==> config.mk <==
export PLATFORM = sky130hd
export DESIGN_NAME = video_timing_gen
export DESIGN_NICKNAME = d
export VERILOG_FILES = /design/src/rtl/video_timing_pkg.sv /design/src/rtl/sync_delay_line.sv /design/src/rtl/video_timing_gen.sv
export SDC_FILE = /design/constraint.sdc
export NUM_CORES = 1
export LEC_CHECK = 0
export CORE_MARGIN = 4
export CORE_UTILIZATION = 40
export CTS_CLUSTER_DIAMETER = 40
export CTS_CLUSTER_SIZE = 40
export DETAILED_ROUTE_END_ITERATION = 10
export DONT_BUFFER_PORTS = 1
export GPL_ROUTABILITY_DRIVEN = 0
export GPL_TIMING_DRIVEN = 0
export PLACE_DENSITY = 0.58
export SLEW_MARGIN = 25
export SYNTH_ARGS = -nofsm -noshare
export SYNTH_HDL_FRONTEND = slang
export SYNTH_SLANG_ARGS = --single-unit
==> constraint.sdc <==
create_clock -name clk -period 2.21 [get_ports clk]
set_input_delay 0.3315 -clock clk [delete_from_list [all_inputs] [get_ports clk]]
set_output_delay 0.3315 -clock clk [all_outputs]
set_load 0.005 [all_outputs]
==> src/rtl/video_timing_pkg.sv <==
// Shared raster-timing definitions: standard display modes and the total-length helper
// used by the generator's elaboration checks.
package video_timing_pkg;

    typedef struct packed {
        int h_visible;
        int h_fp;
        int h_sync;
        int h_bp;
        int v_visible;
        int v_fp;
        int v_sync;
        int v_bp;
        bit hsync_pol;
        bit vsync_pol;
    } video_mode_t;

    localparam video_mode_t SVGA_800X600_60 = '{
        h_visible: 800, h_fp: 40, h_sync: 128, h_bp: 88,
        v_visible: 600, v_fp: 1,  v_sync: 4,   v_bp: 23,
        hsync_pol: 1'b1, vsync_pol: 1'b1
    };

    localparam video_mode_t VGA_640X480_60 = '{
        h_visible: 640, h_fp: 16, h_sync: 96, h_bp: 48,
        v_visible: 480, v_fp: 10, v_sync: 2,  v_bp: 33,
        hsync_pol: 1'b0, vsync_pol: 1'b0
    };

    function automatic int calc_total(input int visible, input int fp, input int sync, input int bp);
        return visible + fp + sync + bp;
    endfunction

endpackage

==> src/rtl/sync_delay_line.sv <==
// Clock-enabled shift register that delays a sync signal by DEPTH pixels;
// every stage resets to INIT (the inactive level). DEPTH=0 is a plain wire.
module sync_delay_line #(
    parameter int   DEPTH = 1,
    parameter logic INIT  = 1'b0
) (
    input  logic clk,
    input  logic rst,
    input  logic ce,
    input  logic in,
    output logic out
);

    if (DEPTH == 0) begin : g_wire
        logic unused_ctrl;
        assign unused_ctrl = ^{clk, rst, ce};
        assign out = in;
    end else begin : g_shift
        logic [DEPTH-1:0] stage_q;
        logic [DEPTH-1:0] stage_d;

        // NOTE: every always_comb target gets a default first so no latch is inferred.
        always_comb begin
            stage_d = stage_q;
            if (ce) begin
                stage_d[0] = in;
                for (int i = 1; i < DEPTH; i++) begin
                    stage_d[i] = stage_q[i-1];
                end
            end
        end

        // NOTE: sequential state uses non-blocking assignments only.
        always_ff @(posedge clk) begin
            if (rst) stage_q <= {DEPTH{INIT}};
            else     stage_q <= stage_d;
        end

        assign out = stage_q[DEPTH-1];
    end

endmodule

==> src/rtl/video_timing_gen.sv <==
// Parametrised raster timing generator: pixel/line counters, sync pulses, visible flag,
// line/frame strobes and a completed-frame counter, all advancing on the pixel enable.
module video_timing_gen
    import video_timing_pkg::*;
#(
    parameter int H_VISIBLE  = SVGA_800X600_60.h_visible,
    parameter int H_FP       = SVGA_800X600_60.h_fp,
    parameter int H_SYNC     = SVGA_800X600_60.h_sync,
    parameter int H_BP       = SVGA_800X600_60.h_bp,
    parameter int V_VISIBLE  = SVGA_800X600_60.v_visible,
    parameter int V_FP       = SVGA_800X600_60.v_fp,
    parameter int V_SYNC     = SVGA_800X600_60.v_sync,
    parameter int V_BP       = SVGA_800X600_60.v_bp,
    parameter bit HSYNC_POL  = SVGA_800X600_60.hsync_pol,
    parameter bit VSYNC_POL  = SVGA_800X600_60.vsync_pol,
    parameter int SYNC_DELAY = 1,
    parameter int COUNT_W    = 16,
    parameter int FRAME_W    = 8
) (
    input  logic               clk,
    input  logic               rst,
    input  logic               ce,
    output logic [COUNT_W-1:0] hcount,
    output logic [COUNT_W-1:0] vcount,
    output logic               vis,
    output logic               hsync,
    output logic               vsync,
    output logic               line_start,
    output logic               frame_start,
    output logic [FRAME_W-1:0] frame_cnt
);

    localparam int H_TOTAL = calc_total(H_VISIBLE, H_FP, H_SYNC, H_BP);
    localparam int V_TOTAL = calc_total(V_VISIBLE, V_FP, V_SYNC, V_BP);

    if (COUNT_W <= 0 || FRAME_W <= 0) begin : g_bad_width
        $error("video_timing_gen: COUNT_W and FRAME_W must be non-zero");
    end
    if (longint'(H_TOTAL) > (longint'(1) << COUNT_W) ||
        longint'(V_TOTAL) > (longint'(1) << COUNT_W)) begin : g_bad_total
        $error("video_timing_gen: H_TOTAL/V_TOTAL exceed 2**COUNT_W");
    end
    if (SYNC_DELAY < 0 || SYNC_DELAY > 15) begin : g_bad_delay
        $error("video_timing_gen: SYNC_DELAY must be 0..15");
    end

    // Window bounds carry one extra bit so a total of exactly 2**COUNT_W cannot alias to 0.
    localparam logic [COUNT_W-1:0] H_LAST     = COUNT_W'(H_TOTAL - 1);
    localparam logic [COUNT_W-1:0] V_LAST     = COUNT_W'(V_TOTAL - 1);
    localparam logic [COUNT_W:0]   H_VIS_END  = (COUNT_W+1)'(H_VISIBLE);
    localparam logic [COUNT_W:0]   V_VIS_END  = (COUNT_W+1)'(V_VISIBLE);
    localparam logic [COUNT_W:0]   HS_START   = (COUNT_W+1)'(H_VISIBLE + H_FP);
    localparam logic [COUNT_W:0]   HS_END     = (COUNT_W+1)'(H_VISIBLE + H_FP + H_SYNC);
    localparam logic [COUNT_W:0]   VS_START   = (COUNT_W+1)'(V_VISIBLE + V_FP);
    localparam logic [COUNT_W:0]   VS_END     = (COUNT_W+1)'(V_VISIBLE + V_FP + V_SYNC);
    localparam logic               HS_IDLE    = ~HSYNC_POL;
    localparam logic               VS_IDLE    = ~VSYNC_POL;

    logic [COUNT_W-1:0] hcount_q, hcount_d;
    logic [COUNT_W-1:0] vcount_q, vcount_d;
    logic [FRAME_W-1:0] frame_cnt_q, frame_cnt_d;
    logic               vis_q, vis_d;
    logic               line_start_q, line_start_d;
    logic               frame_start_q, frame_start_d;
    logic               hs_q, hs_d;
    logic               vs_q, vs_d;

    // Decode is done on the next counter values so every registered output
    // describes the hcount/vcount presented alongside it.
    always_comb begin
        hcount_d    = hcount_q;
        vcount_d    = vcount_q;
        frame_cnt_d = frame_cnt_q;
        if (ce) begin
            if (hcount_q == H_LAST) begin
                hcount_d = '0;
                if (vcount_q == V_LAST) begin
                    vcount_d    = '0;
                    frame_cnt_d = frame_cnt_q + 1'b1;
                end else begin
                    vcount_d = vcount_q + 1'b1;
                end
            end else begin
                hcount_d = hcount_q + 1'b1;
            end
        end

        vis_d         = ({1'b0, hcount_d} < H_VIS_END) && ({1'b0, vcount_d} < V_VIS_END);
        line_start_d  = (hcount_d == '0);
        frame_start_d = (hcount_d == '0) && (vcount_d == '0);
        hs_d = ({1'b0, hcount_d} >= HS_START && {1'b0, hcount_d} < HS_END) ? HSYNC_POL : HS_IDLE;
        vs_d = ({1'b0, vcount_d} >= VS_START && {1'b0, vcount_d} < VS_END) ? VSYNC_POL : VS_IDLE;
    end

    always_ff @(posedge clk) begin
        if (rst) begin
            hcount_q      <= '0;
            vcount_q      <= '0;
            frame_cnt_q   <= '0;
            vis_q         <= 1'b1;
            line_start_q  <= 1'b1;
            frame_start_q <= 1'b1;
            hs_q          <= HS_IDLE;
            vs_q          <= VS_IDLE;
        end else begin
            hcount_q      <= hcount_d;
            vcount_q      <= vcount_d;
            frame_cnt_q   <= frame_cnt_d;
            vis_q         <= vis_d;
            line_start_q  <= line_start_d;
            frame_start_q <= frame_start_d;
            hs_q          <= hs_d;
            vs_q          <= vs_d;
        end
    end

    sync_delay_line #(.DEPTH(SYNC_DELAY), .INIT(HS_IDLE)) u_hsync_delay (
        .clk (clk),
        .rst (rst),
        .ce  (ce),
        .in  (hs_q),
        .out (hsync)
    );

    sync_delay_line #(.DEPTH(SYNC_DELAY), .INIT(VS_IDLE)) u_vsync_delay (
        .clk (clk),
        .rst (rst),
        .ce  (ce),
        .in  (vs_q),
        .out (vsync)
    );

    assign hcount      = hcount_q;
    assign vcount      = vcount_q;
    assign vis         = vis_q;
    assign line_start  = line_start_q;
    assign frame_start = frame_start_q;
    assign frame_cnt   = frame_cnt_q;

endmodule

==> impl_results.md <==
* Status: finished, violations left
* Failing checks: setup timing
* Largest net degree at the start of global routing at 17
* Layout Skew at 0.0109 ns
* Crit Path Class: reg2reg
* CTS clock-pin slew for the worst setup and hold paths at 0.10 ns
* Fin. Hold Viols at 0
* Final core occ at 52.0%
* Synth top cells by count: nor2_1 (50), dfxtp_1 (47), xor2_1 (19)
* Post-synth EDFFs at 0
* Seq/Total Area, Yosys at 34.1%
* Pwr dens at 457 nW/um^2
* Clk Tree Root Cell: clkbuf_8
* CP required at 2.45 ns
* First-pass GRT wire length at 12.0 mm
* Die X at 91.1 um
* P&R area growth vs syn at 27.3%
* Worst setup EP type: register
* Hold path cells at 1
* Fin area at 3520 um^2
* # port buffers at 0
* DP Cell Count at 414
* Leakage at 0.00131 uW
* Drt wl/cell at 17.8 um
* Reg area at 981 um^2
* Setup ws final at -0.0616 ns
* Antenna viol nets, final at 0
* CTS tree: built
* Max VDD drop at 504 uV
* Number of global-route vias before repair at 2346
* RSZ-0062 raised after global routing: yes
* Via density at 5.85
* Mapped cell area at 2760 um^2
* Synth top area cells: dfxtp_1 (34%), nor2_1 (6.8%), xor2_1 (6.0%)
* Clk_lat worst skew at 0.31 ns
* Area occupied by multi-input gates at 2010 um^2
* Share of layout cells above drive strength 1 at 31.6%
* DRT iter0 DRCs at 159
* Chip Height at 91.1 um
* Maxcap violations at 0
* Fillers at 634
* GR Util All Layers at 17.9%
* Clk buf depth at 2
* Die area at 8300 um^2
* Seq cells post-synth at 47
* Crit-path max FO at 5
* Met1 WL at 3.45 mm
* Initial Utilization at 40.9%
* Min Tclk post-route at 2.27 ns
* Core footprint at 6760 um^2
* Routed WL at 7.90 mm
* # hold bufs at CTS at 0
* Number of inserted diodes at 0
* TritonCTS Buffers at 5
* Slew @ Worst Pin at 0.613 ns
* Dpl hpwl at 5.22 mm
* Placed Instance Area at 2880 um^2
* H-Tree Level Count at 2
* Post-Syn Instances at 334
* Slew Limit Headroom at 59.1%
* 1st-pass router iterations at 4
* Power after layout at 1610 uW
* Nets@finish at 369
* Top cell type's share of synthesized area at 34.1%
* Synth cell types at 58
* IO Count at 48
* Synth Flop Type: dfxtp_1
* Worst min path class: in2reg
* Sink Count at 47
* CP Launch Type: register
* FMAX at 440 MHz
* Ys async rst share at 0%
* Uppermost layer routed: met4
* Via Count at 2598
* Syn Nets at 340
* Avg Inst Size Synth at 8.27 um^2
* Worst reg-to-reg path cell count at 8
* Final non-filler cell total at 444
* # rows at 30
* Metal3 WL at 651 um
* Top-count cell post-synth: nor2_1
* Tcrit/Tclk final at 103%
* Final Max Tran Viols at 0
* Setup Viol. Count Final at 3
* Crit path DAT at 2.51 ns
* Yosys warnings at 0
* DRC at 0
* Synth area leader: dfxtp_1
* GRT Residual Overflow at 0
* Metal2 WL at 3.63 mm
* Initial antenna violation count at 0
==> critical path: stages, from the launching register on <==
cell,delay [ns]
dfxtp_4,0.41
ha_4,0.16
nand4_4,0.08
or3_4,0.36
buf_4,0.15
nor4_1,0.38
o32a_4,0.22
nor4b_4,0.23
a31o_1,0.21
==> timing repair <==
| item | 4_1_cts | 5_1_grt |
|---|---|---|
| setup buffers | 13 | 10 |
| resized for setup | 50 | 48 |
| pin swaps | 19 | 21 |
| endpoints found under the setup margin | 16 | 15 |
==> report_power, final <==
part	switching (uW)	internal, uW
Combinational	45.8	35.0
Clock	320	341
Sequential	16.6	849
==> flip-flops by register name, summed over array words and instances, names as in the netlist <==
name / flops
vcount: 16
vs_q: 1
u_hsync_delay.out: 1
hs_q: 1
vis: 1
u_vsync_delay.out: 1
frame_start: 1
frame_cnt: 8
line_start: 1
hcount: 16
==> cell families after synthesis <==
| logic type | after synthesis | share of synthesized area (%) |
|---|---|---|
| AO/OA/AOI/OAI | 45 | 10.6 |
| AND/OR/NAND/NOR | 175 | 37.0 |
| flip-flops | 47 | 34.1 |
| adder cells (fa/ha/maj) | 3 | 1.36 |
| multiplexers | 9 | 3.26 |
| XOR/XNOR | 31 | 9.83 |
| buffers and inverters | 24 | 3.85 |
==> stage by stage <==
stage | setup slack, ns | hold slack, ns | setup TNS [ns]
6_report | -0.0616 | 0.0851 | -0.114
3_5_place_dp | -0.643 | 0.422 | -2.64
2_1_floorplan | 0.00159 | 0.412 | 0
4_1_cts | -0.0357 | 0.0791 | -0.0571
3_3_place_gp | -0.655 | 0.423 | -2.53
5_1_grt | -0.176 | 0.0772 | -0.734
==> area by class of cell <==
class	instances	area share, %
multi-input cells	263	57.1
flip-flops and latches	47	27.9
repair buffers	23	5.12
plain buffers	20	3.45
well taps	80	2.85
clock buffers	5	1.96
clock inverters	3	1.32
inverters	3	0.320
==> layout by cell type, fill, tap and decap left out, drive strengths merged, types with 3 or more instances in the layout <==
cell     n
a21oi   13
a31oi    7
and3    11
and4     4
buf     33
clkbuf  15
dfxtp   47
ha       3
inv      4
mux2i    9
nand2   19
nand3   19
nand4   17
nor2    52
nor2b    3
nor3    15
nor3b    3
nor4     7
nor4b    5
o211ai   3
o21ai    8
or2      5
or3      6
xnor2   12
xor2    19
==> worst paths after layout <==
check	startpoint	endpoint	slack [ns]
setup reg to reg	hcount[0]$_SDFF_PP0_	frame_start$_SDFF_PP1_	-0.06
hold / removal	rst	hcount[8]$_SDFF_PP0_	0.09
hold reg to reg	hs_q$_SDFF_PP0_	u_hsync_delay.out$_SDFFE_PP0P_	0.48
setup / recovery	hcount[0]$_SDFF_PP0_	frame_start$_SDFF_PP1_	-0.06
==> layer usage <==
metal | track usage, % | vias to the layer above
met5 | 0 | -
met4 | 6.03 | 0
met3 | 5.72 | 13
met2 | 27.9 | 87
met1 | 23.3 | 1236
li1 | - | 1262
No activity file was read; power rests on OpenSTA's default activity.
